File: config.mk
export PLATFORM = sky130hd
export DESIGN_NAME = fetch_stage_flat
export DESIGN_NICKNAME = d
export VERILOG_FILES = /design/src/rtl/fetch_stage_pkg.sv /design/src/rtl/fetch_stage_if.sv /design/src/rtl/fetch_stage_if_id_reg.sv /design/src/rtl/fetch_stage.sv /design/src/flat_wrapper.sv
export SDC_FILE = /design/constraint.sdc
export NUM_CORES = 1
export LEC_CHECK = 0
export BUFFER_PORTS_ARGS = -buffer_cell sky130_fd_sc_hd__buf_2
export CAP_MARGIN = 20
export CORE_MARGIN = 2
export CORE_UTILIZATION = 28
export CTS_CLUSTER_DIAMETER = 120
export CTS_CLUSTER_SIZE = 14
export DETAILED_ROUTE_END_ITERATION = 16
export HOLD_SLACK_MARGIN = 0.03
export PLACE_DENSITY = 0.46
export SYNTH_ARGS = -nofsm -noshare
export SYNTH_HDL_FRONTEND = slang
export SYNTH_SLANG_ARGS = --single-unit
File: constraint.sdc
create_clock -name clk -period 2.55 [get_ports clk]
set_clock_uncertainty 0.05 [all_clocks]
set_input_delay 0.51 -clock clk [delete_from_list [all_inputs] [get_ports clk]]
set_output_delay 0.51 -clock clk [all_outputs]
set_load 0.01 [all_outputs]
File: src/rtl/fetch_stage_pkg.sv
// Shared LC-3b types for the fetch stage: machine word, fetch FSM states, NOP encoding.
package lc3b_types;

  typedef logic [15:0] lc3b_word;

  typedef enum logic [1:0] {
    FETCH,
    HOLD,
    SQUASH
  } lc3b_fetch_state;

  localparam lc3b_word LC3B_NOP = 16'h0000;

  // Sequential PC step; 16-bit so FFFE wraps to 0000.
  function automatic lc3b_word pc_inc(input lc3b_word pc);
    return pc + 16'd2;
  endfunction

endpackage

File: src/rtl/fetch_stage_if.sv
// Instruction memory read handshake between the fetch stage (master) and memory (slave).
interface fetch_stage_if;

  logic                 imem_read;
  lc3b_types::lc3b_word imem_address;
  logic                 imem_resp;
  lc3b_types::lc3b_word imem_rdata;

  modport master (
    output imem_read,
    output imem_address,
    input  imem_resp,
    input  imem_rdata
  );

  modport slave (
    input  imem_read,
    input  imem_address,
    output imem_resp,
    output imem_rdata
  );

endinterface

File: src/rtl/fetch_stage_if_id_reg.sv
// IF/ID pipeline register: flush beats load, otherwise holds its contents.
module if_id_reg
  import lc3b_types::*;
(
  input  logic     clk,
  input  logic     reset,
  input  logic     load,
  input  logic     flush,
  input  lc3b_word load_instr,
  input  lc3b_word load_pc,
  output lc3b_word instruction,
  output lc3b_word pc_out,
  output lc3b_word pc_plus2_out,
  output logic     valid
);

  always_ff @(posedge clk) begin
    if (reset || flush) begin
      instruction  <= LC3B_NOP;
      pc_out       <= '0;
      pc_plus2_out <= '0;
      valid        <= 1'b0;
    end else if (load) begin
      instruction  <= load_instr;
      pc_out       <= load_pc;
      pc_plus2_out <= pc_inc(load_pc);
      valid        <= 1'b1;
    end
  end

endmodule

File: src/rtl/fetch_stage.sv
// LC-3b fetch stage: PC, imem read FSM (FETCH/HOLD/SQUASH), hold buffer, IF/ID register.
// Optional FETCH_PERF_EN adds fetch and stall performance counters.
module fetch_stage
  import lc3b_types::*;
#(
  parameter lc3b_word RESET_PC = 16'h0000
) (
  input  logic                 clk,
  input  logic                 reset,
  input  logic                 hazard_stall,
  input  logic                 redirect_en,
  input  lc3b_word             redirect_pc,
  fetch_stage_if.master        imem,
  output lc3b_word             instruction,
  output lc3b_word             pc_out,
  output lc3b_word             pc_plus2_out,
  output logic                 valid
`ifdef FETCH_PERF_EN
  ,
  output logic [31:0]          perf_fetch_count,
  output logic [31:0]          perf_stall_cycles
`endif
);

  lc3b_fetch_state state;
  lc3b_word        pc;
  lc3b_word        hold_word;
  lc3b_word        hold_pc;
  lc3b_word        squash_addr;

  logic            load;
  logic            flush;
  lc3b_word        load_instr;
  lc3b_word        load_pc;

  // SQUASH keeps presenting the abandoned address until its response drains.
  assign imem.imem_read    = (state != HOLD);
  assign imem.imem_address = (state == SQUASH) ? squash_addr : pc;

  always_comb begin
    load       = 1'b0;
    flush      = 1'b0;
    load_instr = imem.imem_rdata;
    load_pc    = pc;
    if (redirect_en) begin
      flush = 1'b1;
    end else begin
      case (state)
        FETCH:   load = imem.imem_resp && !hazard_stall;
        HOLD: begin
          load       = !hazard_stall;
          load_instr = hold_word;
          load_pc    = hold_pc;
        end
        default: load = 1'b0;
      endcase
    end
  end

  always_ff @(posedge clk) begin
    if (reset) begin
      state       <= FETCH;
      pc          <= RESET_PC;
      hold_word   <= LC3B_NOP;
      hold_pc     <= '0;
      squash_addr <= '0;
    end else if (redirect_en) begin
      pc        <= redirect_pc;
      hold_word <= LC3B_NOP;
      case (state)
        FETCH: begin
          if (!imem.imem_resp) begin
            squash_addr <= pc;
            state       <= SQUASH;
          end
        end
        HOLD:    state <= FETCH;
        default: state <= state;
      endcase
    end else begin
      case (state)
        FETCH: begin
          if (imem.imem_resp) begin
            pc <= pc_inc(pc);
            if (hazard_stall) begin
              hold_word <= imem.imem_rdata;
              hold_pc   <= pc;
              state     <= HOLD;
            end
          end
        end
        HOLD: begin
          if (!hazard_stall) state <= FETCH;
        end
        SQUASH: begin
          if (imem.imem_resp) state <= FETCH;
        end
        default: state <= FETCH;
      endcase
    end
  end

  if_id_reg u_if_id_reg (
    .clk          (clk),
    .reset        (reset),
    .load         (load),
    .flush        (flush),
    .load_instr   (load_instr),
    .load_pc      (load_pc),
    .instruction  (instruction),
    .pc_out       (pc_out),
    .pc_plus2_out (pc_plus2_out),
    .valid        (valid)
  );

`ifdef FETCH_PERF_EN
  always_ff @(posedge clk) begin
    if (reset) begin
      perf_fetch_count  <= '0;
      perf_stall_cycles <= '0;
    end else begin
      if (load && !flush)
        perf_fetch_count <= perf_fetch_count + 32'd1;
      if (state == HOLD || (state == FETCH && !imem.imem_resp))
        perf_stall_cycles <= perf_stall_cycles + 32'd1;
    end
  end
`endif

endmodule
File: src/flat_wrapper.sv
// flat-port wrapper written by rule: the top's interface ports become plain ports
module fetch_stage_flat import lc3b_types::*;
#(
  parameter lc3b_word RESET_PC = 16'h0000
)
  (clk, reset, hazard_stall, redirect_en, redirect_pc, instruction, pc_out, pc_plus2_out, valid, imem_imem_read, imem_imem_address, imem_imem_resp, imem_imem_rdata);
  fetch_stage_if imem_i ();
  input  logic clk;
  input  logic reset;
  input  logic hazard_stall;
  input  logic redirect_en;
  input  lc3b_word redirect_pc;
  output lc3b_word instruction;
  output lc3b_word pc_out;
  output lc3b_word pc_plus2_out;
  output logic valid;
  output wire logic [$bits(imem_i.imem_read)-1:0] imem_imem_read;
  output wire logic [$bits(imem_i.imem_address)-1:0] imem_imem_address;
  input wire logic [$bits(imem_i.imem_resp)-1:0] imem_imem_resp;
  input wire logic [$bits(imem_i.imem_rdata)-1:0] imem_imem_rdata;
  assign imem_imem_read = imem_i.imem_read;
  assign imem_imem_address = imem_i.imem_address;
  assign imem_i.imem_resp = imem_imem_resp;
  assign imem_i.imem_rdata = imem_imem_rdata;
  fetch_stage #(.RESET_PC(RESET_PC)) u_core (.clk(clk), .reset(reset), .hazard_stall(hazard_stall), .redirect_en(redirect_en), .redirect_pc(redirect_pc), .imem(imem_i), .instruction(instruction), .pc_out(pc_out), .pc_plus2_out(pc_plus2_out), .valid(valid));
endmodule
## Yosys cells after proc, flatten, opt, wreduce, memory -nomap -nowiden

Index checks and enable logic that the tools add are counted.

| word-level totals | value |
|---|---|
| register bits | 115 |
| output and inout port bits | 66 |
| word-level logic and storage cells | 53 |

| operators by class | value |
|---|---|
| reductions and logical operators | 12 |
| multiplexer cells | 19 |
| add/subtract/negate cells | 2 |
| eq/ne operators | 9 |
| bitwise logic cells | 2 |

Operators with widths:

| kind | number |
|---|---|
| two-way mux 16 bit | 8 |
| adder 16 x 2 -> 16 bit, second input constant | 2 |
| inequality test 3 bit, second input constant | 5 |
| two-way mux 2 bit | 6 |
| case mux 2 bit (3 select lines) | 1 |
| AND reduction 3 bit | 2 |
| AND reduction 6 bit | 1 |
| case mux 2 bit (2 select lines) | 1 |
| AND reduction 4 bit | 1 |
| nonzero test 2 bit | 2 |
| inequality test 3 x 1 -> 1 bit, second input constant | 1 |
| equality test 2 x 1 -> 1 bit, second input constant | 1 |
| equality test 2 bit, second input constant | 1 |
| logical NOT 2 bit | 1 |
| two-way mux 1 bit | 2 |
| inequality test 2 x 1 -> 1 bit, second input constant | 1 |
| NOT 1 bit | 2 |
| case mux 1 bit (2 select lines) | 1 |
| AND reduction 2 bit | 1 |
| OR reduction 2 bit | 1 |
| logical AND 1 bit | 1 |
| logical NOT 1 bit | 1 |
| logical OR 1 bit | 1 |

## Logic depth before layout (Yosys ltp)

Gate-level depths: netlist of the first run.

| depth | value |
|---|---|
| depth after elaboration | 4 |
| gate-level depth with buffers | 9 |

## Modules after synthesis

A second synthesis of the first run with hierarchy kept.

| second synthesis, totals | value |
|---|---|
| cells, all modules | 588 |
| area total of the unflattened synthesis | 5166.2 sq um |

Modules (own cells, without submodules):

| module | times used | area an instance (sq um) | sequential area each (sq um) | cells each |
|---|---|---|---|---|
| fetch_stage | 1 | 3264.4 | 1321.3 | 394 |
| if_id_reg | 1 | 1901.8 | 960.9 | 194 |

## Least setup slack after synthesis of the first run

No wires, ideal clock.

| path | value |
|---|---|
| path type | input -> register |
| start point | input port redirect_en |
| end point | register u_core.u_if_id_reg.pc_plus2_out[14] |
| slack | 434 ps |
| cell stages on the path | 6 |
| library setup time | 62 ps |
| arrival | 2004 ps |
| buffers on the path | 2 |
| cell sequence | buf_6 -> or3b_1 -> buf_6 -> mux2_4 -> or4_1 -> nand3_1 |

| on the way | value |
|---|---|
| cells in the longest elaborated chain, start to end | 2 |
| elaborated cells on any way between the ends | 5 |

Ends and longest elaborated chain:

| element | line | source |
|---|---|---|
| from (decl) | flat_wrapper.sv:11 | `input logic redirect_en;` |
| two-way mux 16 bit / two-way mux 1 bit (equally long branches) | fetch_stage.sv:45 | `if (redirect_en) begin` |
| adder 16 x 2 -> 16 bit / logical OR 1 bit (equally long branches) | fetch_stage_pkg.sv:16, fetch_stage_if_id_reg.sv:18 |  |
| to (signal assigned) | fetch_stage_if_id_reg.sv:26 | `pc_plus2_out <= pc_inc(load_pc);` |
| to (decl) | fetch_stage_if_id_reg.sv:13 | `output lc3b_word pc_plus2_out,` |

Parallel ways exist; a longest one is shown, timed or not.
A chain may end at the register's enable or synchronous reset.

## Final worst setup path of the first run

| path | value |
|---|---|
| start point | register u_core.state[1] |
| end point | output port imem_imem_address[9] |

| on the way | value |
|---|---|
| cells in the longest elaborated chain, start to end | 2 |

Ends and longest elaborated chain:

| element | line | source |
|---|---|---|
| from (decl) | fetch_stage.sv:25 | `lc3b_fetch_state state;` |
| from (signal assigned) | fetch_stage.sv:78 | `default: state <= state;` |
| equality test 2 bit | fetch_stage.sv:38 | `assign imem.imem_address = (state == SQUASH) ? squash_addr : pc;` |
| two-way mux 16 bit | fetch_stage.sv:38 |  |
| to (decl) | flat_wrapper.sv:18 | `output wire logic [$bits(imem_i.imem_address)-1:0] imem_imem_address;` |

No other way between the ends.

==> results of run 1 <==
## worst min-delay path by stage
stage                                               startpoint                                               to  slack (ns)  cells after the start
3_3_place_gp    u_core.u_if_id_reg.instruction[5]$_SDFFE_PP0P_   u_core.u_if_id_reg.instruction[5]$_SDFFE_PP0P_        0.38                      2
2_1_floorplan               u_core.squash_addr[0]$_SDFFE_PP0P_               u_core.squash_addr[0]$_SDFFE_PP0P_        0.38                      2
5_1_grt                                     imem_imem_rdata[0]                 u_core.hold_word[0]$_SDFFE_PP0P_        0.28                      3
3_5_place_dp   u_core.u_if_id_reg.instruction[12]$_SDFFE_PP0P_  u_core.u_if_id_reg.instruction[12]$_SDFFE_PP0P_        0.39                      2
6_report                                    imem_imem_rdata[2]                 u_core.hold_word[2]$_SDFFE_PP0P_        0.29                      3
4_1_cts                                     imem_imem_rdata[6]                 u_core.hold_word[6]$_SDFFE_PP0P_        0.28                      3
## layout make-up
| type | instances | area [um^2] | area share [%] |
|---|---|---|---|
| multi-input cells | 462 | 2620 | 39.6 |
| flip-flops and latches | 114 | 2280 | 34.5 |
| well taps | 229 | 287 | 4.33 |
| clock inverters | 15 | 209 | 3.16 |
| diodes | 1 | 2.50 | 0.0378 |
| inverters | 2 | 7.51 | 0.113 |
| repair buffers | 136 | 782 | 11.8 |
| clock buffers | 17 | 425 | 6.43 |
## routing by layer
| layer | up-vias | share of wire (%) |
|---|---|---|
| li1 | 2407 | - |
| met1 | 2228 | 51 |
| met3 | 13 | 5.3 |
| met2 | 122 | 43 |
| met5 | - | 0 |
| met4 | 0 | 0.84 |
## cells by family (layout without fill, tap and decap cells)
kind of cell | count (synthesis) | in the layout | synth area share [%]
buffers and inverters | 61 | 170 | 5.43
AO/OA/AOI/OAI | 146 | 146 | 17.4
XOR/XNOR | 21 | 21 | 3.56
AND/OR/NAND/NOR | 262 | 262 | 22.2
multiplexers | 32 | 32 | 6.93
flip-flops | 114 | 114 | 44.2
other | 0 | 1 | 0
adder cells (fa/ha/maj) | 1 | 1 | 0.242
## registers in the layout, indices dropped and copies added, names as in the netlist
signal / cells
u_core.hold_pc: 16
u_core.hold_word: 16
u_core.u_if_id_reg.instruction: 16
u_core.u_if_id_reg.valid: 1
u_core.u_if_id_reg.pc_out: 16
u_core.pc: 16
u_core.state: 2
u_core.u_if_id_reg.pc_plus2_out: 15
u_core.squash_addr: 16
## metrics by stage
stage / hold slack [ns] / instance area [um^2] / std cells / total power, mW
final: 0.295 / 6620 / 976 / 4.86
after global routing: 0.284 / 6610 / 975 / 5.04
after CTS: 0.277 / 6610 / 975 / 4.91
after floorplan: 0.383 / 5160 / 637 / 2.18
after detailed placement: 0.393 / 5970 / 943 / 2.36
after global placement: 0.385 / 5970 / 943 / 2.36
## synth_stat cells, types with 3 or more instances
library cell	count	area share, %
or3_1	5	0.61
or4_1	3	0.44
and2_1	6	0.73
nand2_1	149	11
a211oi_1	20	2.9
a21oi_1	79	7.7
o221ai_1	17	2.9
mux2_2	16	3.5
clkbuf_1	42	3.1
xnor2_1	12	2.0
nand4_1	7	0.85
buf_2	11	1.1
dfxtp_1	114	44
and4_1	3	0.51
buf_6	4	0.87
nand3_1	26	2.5
a311oi_1	5	0.85
xor2_1	9	1.5
o21ai_0	14	1.4
nor2_1	45	3.3
mux2i_1	14	2.7
nor4_1	3	0.36
## report_power, final
group | leakage [nW] | switching [mW] | internal, mW
sequential | 0.926 | 0.0504 | 1.84
combinational | 1.39 | 0.265 | 0.174
clock | 0.300 | 0.893 | 1.64
total | 2.62 | 1.21 | 3.65
## worst max-delay path, cell delays in order, from the launching register on
cell,delay [ns]
dfxtp_1,0.34
buf_4,0.20
nor2b_1,0.19
buf_6,0.22
mux2_2,0.37
buf_2,0.14
==> impl_metrics.env, run 1 <==
export IMPL_grt_met1_usage_pct=22.4
export IMPL_drt_total_wl_um=15400
export IMPL_synth_seq_cells=114
export IMPL_first_global_vias=4687
export IMPL_hold_violations=0
export IMPL_r2r_start="u_core.state[0]$_SDFFE_PP0P_"
export IMPL_num_rows=49
export IMPL_setup_slack_ns=0.122
export IMPL_seq_area_frac_synth_pct=44.2
export IMPL_clkTransAtPathRegs_ns=0.06
export IMPL_ctsResizeCount=0
export IMPL_tns_ns=0
export IMPL_synth_async_reset_ratio_pct=0
export IMPL_rsz0062_at_grt="no"
export IMPL_fin_crit_sh_pct=95.2
export IMPL_yosysUniqueCellTypes=51
export IMPL_most_common_layout_cells="nand2_1 (149), dfxtp_1 (114), buf_2 (102)"
export IMPL_drc=0
export IMPL_synthToLayoutAreaGrowth_pct=28.1
export IMPL_antenna_left=0
export IMPL_cts_max_path_buffers=2
export IMPL_first_pass_iters=4
export IMPL_hpwl_um=11000
export IMPL_critical_path_class="reg -> out"
export IMPL_coreArea_um2=18000
export IMPL_status="completed"
export IMPL_via_per_inst=4.89
export IMPL_fill_cells=1893
export IMPL_cts_root_buf="clkbuf_16"
export IMPL_reg2reg_slack_ns=0.41
export IMPL_yosys_most_used_dff="dfxtp_1"
export IMPL_ys_warn_count=0
export IMPL_io_buffers=102
export IMPL_syn_area_um2=5160
export IMPL_finish_utilization_pct=36.7
export IMPL_crit_required_ns=1.99
export IMPL_grt_pass1_wl_um=24900
export IMPL_vias=4770
export IMPL_gp_congestion=0.773
export IMPL_cts_setup_buffers=0
export IMPL_syn_avg_cell_area_um2=8.11
export IMPL_fp_dieArea_um2=19500
export IMPL_synth_cells=637
export IMPL_worst_pin_slew_ns=0.659
export IMPL_slew_headroom_pct=56.0
export IMPL_synth_edf_count=0
export IMPL_drv_slew=0
export IMPL_final_common_cell="nand2_1"
export IMPL_fp_dieW_um=140
export IMPL_endpoint="imem_imem_address[9]"
export IMPL_setup_viol=0
export IMPL_io_pins=103
export IMPL_worstSetupStartpointType="register"
export IMPL_die_y_um=140
export IMPL_cp_end_kind="output pin"
export IMPL_clk_latency_ns=0.42
export IMPL_max_freq_ghz=0.412
export IMPL_powerDensity_nw_per_um2=734
export IMPL_grt_usage_pct=16.0
export IMPL_hp_class="in -> reg"
export IMPL_reg2regPathDepth=4
export IMPL_drv_cap=0
export IMPL_start_util_pct=28.7
export IMPL_fin_nets=771
export IMPL_post_route_min_period_ns=2.43
export IMPL_p_leak_nw=2.62
export IMPL_synth_fp_nets=675
export IMPL_numCtsBuffers=17
export IMPL_irDropWorstVdd_mv=0.470
export IMPL_arrival_ns=1.87
export IMPL_wl_per_cell_um=15.8
export IMPL_cts_max_level=4
export IMPL_dp_worst_setup_slack_ns=0.135
export IMPL_drive_gt1_share_pct=26.4
export IMPL_use_met3_pct=4.54
export IMPL_antenna_found_initial=1
export IMPL_r2r_end="u_core.u_if_id_reg.pc_plus2_out[14]$_SDFFE_PP0P_"
export IMPL_drt_initial_drc_count=202
export IMPL_gr_usage_met2_pct=24.0
export IMPL_grt_max_degree=46
export IMPL_path_max_fanout=16
export IMPL_cts_tree="yes"
export IMPL_overflow=0
export IMPL_busiest_layer="met2"
export IMPL_clkSinkCount=114
export IMPL_cts_hold_buffers=0
export IMPL_startpoint="u_core.state[1]$_SDFFE_PP0P_"
Power figures use the tool's default switching activity.
==> run 2, diff against run 1 <==
--- a/config.mk
+++ b/config.mk
@@ -14,6 +14,9 @@
 export DETAILED_ROUTE_END_ITERATION = 16
 export HOLD_SLACK_MARGIN = 0.03
 export PLACE_DENSITY = 0.46
+export RECOVER_POWER = 50
+export SKIP_CTS_REPAIR_TIMING = 1
+export SKIP_LAST_GASP = 1
 export SYNTH_ARGS = -nofsm -noshare
 export SYNTH_HDL_FRONTEND = slang
 export SYNTH_SLANG_ARGS = --single-unit
==> impl_metrics.env, run 2 (synthesized netlist as in run 1, its figures left out) <==
export IMPL_status="completed"
export IMPL_first_global_vias=4687
export IMPL_diodes=0
export IMPL_finalPower_mw=4.85
export IMPL_cts_max_path_buffers=2
export IMPL_drc=0
export IMPL_antenna_found_initial=0
export IMPL_post_route_min_period_ns=2.42
export IMPL_fin_nets=771
export IMPL_tns_ns=0
export IMPL_hold_violations=0
export IMPL_start_util_pct=28.7
export IMPL_setup_viol=0
export IMPL_crit_required_ns=1.99
export IMPL_final_common_cell="nand2_1"
export IMPL_grt_max_degree=46
export IMPL_finish_utilization_pct=36.1
export IMPL_dp_worst_setup_slack_ns=0.135
export IMPL_max_freq_ghz=0.414
export IMPL_setup_slack_ns=0.135
export IMPL_coreArea_um2=18000
export IMPL_first_pass_iters=4
export IMPL_placed_cell_area_um2=5970
export IMPL_worst_pin_slew_ns=0.920
export IMPL_cts_root_buf="clkbuf_16"
export IMPL_drv_slew=0
export IMPL_num_rows=49
export IMPL_stdcell_area_um2=6510
export IMPL_clkSinkCount=114
export IMPL_via_per_inst=4.87
export IMPL_cp_end_kind="output pin"
export IMPL_cts_tree="yes"
export IMPL_wl_per_cell_um=15.9
export IMPL_overflow=0
export IMPL_grt_pass1_wl_um=24900
export IMPL_path_max_fanout=16
export IMPL_cts_max_level=4
export IMPL_final_cells=975
export IMPL_fp_dieArea_um2=19500
export IMPL_fp_dieW_um=140
export IMPL_io_buffers=102
export IMPL_p_leak_nw=2.38
export IMPL_worstSetupStartpointType="register"
export IMPL_critical_path_class="reg -> out"
export IMPL_antenna_left=0
export IMPL_fin_crit_sh_pct=94.7
export IMPL_rsz0062_at_grt="no"
export IMPL_hp_class="in -> reg"
export IMPL_fill_cells=1924
export IMPL_vias=4747
export IMPL_clkTransAtPathRegs_ns=0.06
export IMPL_numCtsBuffers=17
export IMPL_slew_headroom_pct=38.7
export IMPL_grt_usage_pct=16.0
export IMPL_irDropWorstVdd_mv=0.469
export IMPL_io_pins=103
export IMPL_drv_cap=0
export IMPL_powerDensity_nw_per_um2=744
export IMPL_gp_congestion=0.773
export IMPL_drt_initial_drc_count=169
export IMPL_clk_latency_ns=0.41
export IMPL_arrival_ns=1.86
export IMPL_synthToLayoutAreaGrowth_pct=26.1
export IMPL_whs_ns=0.293
export IMPL_drt_total_wl_um=15500
export IMPL_die_y_um=140
export IMPL_place_inst=943
export IMPL_most_common_layout_cells="nand2_1 (149), dfxtp_1 (114), a21oi_1 (79)"
export IMPL_hpwl_um=11000
export IMPL_drive_gt1_share_pct=19.2
export IMPL_reg2reg_slack_ns=0.20
run 2: cell types whose count changed in the layout (fill, tap and decap cells not counted):
cell      delta
and2_0       +2
and2_1       -2
buf_12       -1
buf_2       -50
buf_4        -5
clkbuf_1    +53
clkbuf_2     +3
diode_2      -1
nor3b_1      +1
nor3b_2      -1
run 2: final cells by class:
class,instances,area (um^2),area share [%]
multi-input cells,462,2620,40.1
flip-flops and latches,114,2280,35.0
repair buffers,136,688,10.6
clock buffers,17,425,6.53
well taps,229,287,4.40
clock inverters,15,209,3.21
inverters,2,7.51,0.115
run 2: where the power goes:
group	internal, mW	leakage [nW]	total, mW	switching (mW)
logic	0.164	1.16	0.428	0.264
clock network	1.64	0.300	2.54	0.893
registers	1.84	0.926	1.89	0.0508
total	3.64	2.38	4.85	1.21
run 2: worst paths after layout:
kind | startpoint | depth (start not counted) | to
max | u_core.state[1]$_SDFFE_PP0P_ | 5 | imem_imem_address[9]
min | imem_imem_rdata[2] | 3 | u_core.hold_word[2]$_SDFFE_PP0P_
max reg2reg | u_core.state[1]$_SDFFE_PP0P_ | 6 | u_core.u_if_id_reg.instruction[7]$_SDFFE_PP0P_
min reg2reg | u_core.u_if_id_reg.instruction[9]$_SDFFE_PP0P_ | 2 | u_core.u_if_id_reg.instruction[9]$_SDFFE_PP0P_
run 2: worst max-delay path, cell delays in order, from the launching register on:
cell and delay (ns):
dfxtp_1 0.33, buf_4 0.19, nor2b_1 0.18, buf_6 0.22
mux2_2 0.37, buf_2 0.14
run 2: layer usage:
layer  part of all wire [%]  track usage (%)  routed length [um]
met4                   0.61             4.26                  94
met2                     43             24.0                6720
met3                    4.7             4.54                 728
met5                      0                0                   0
met1                     51             22.4                7940
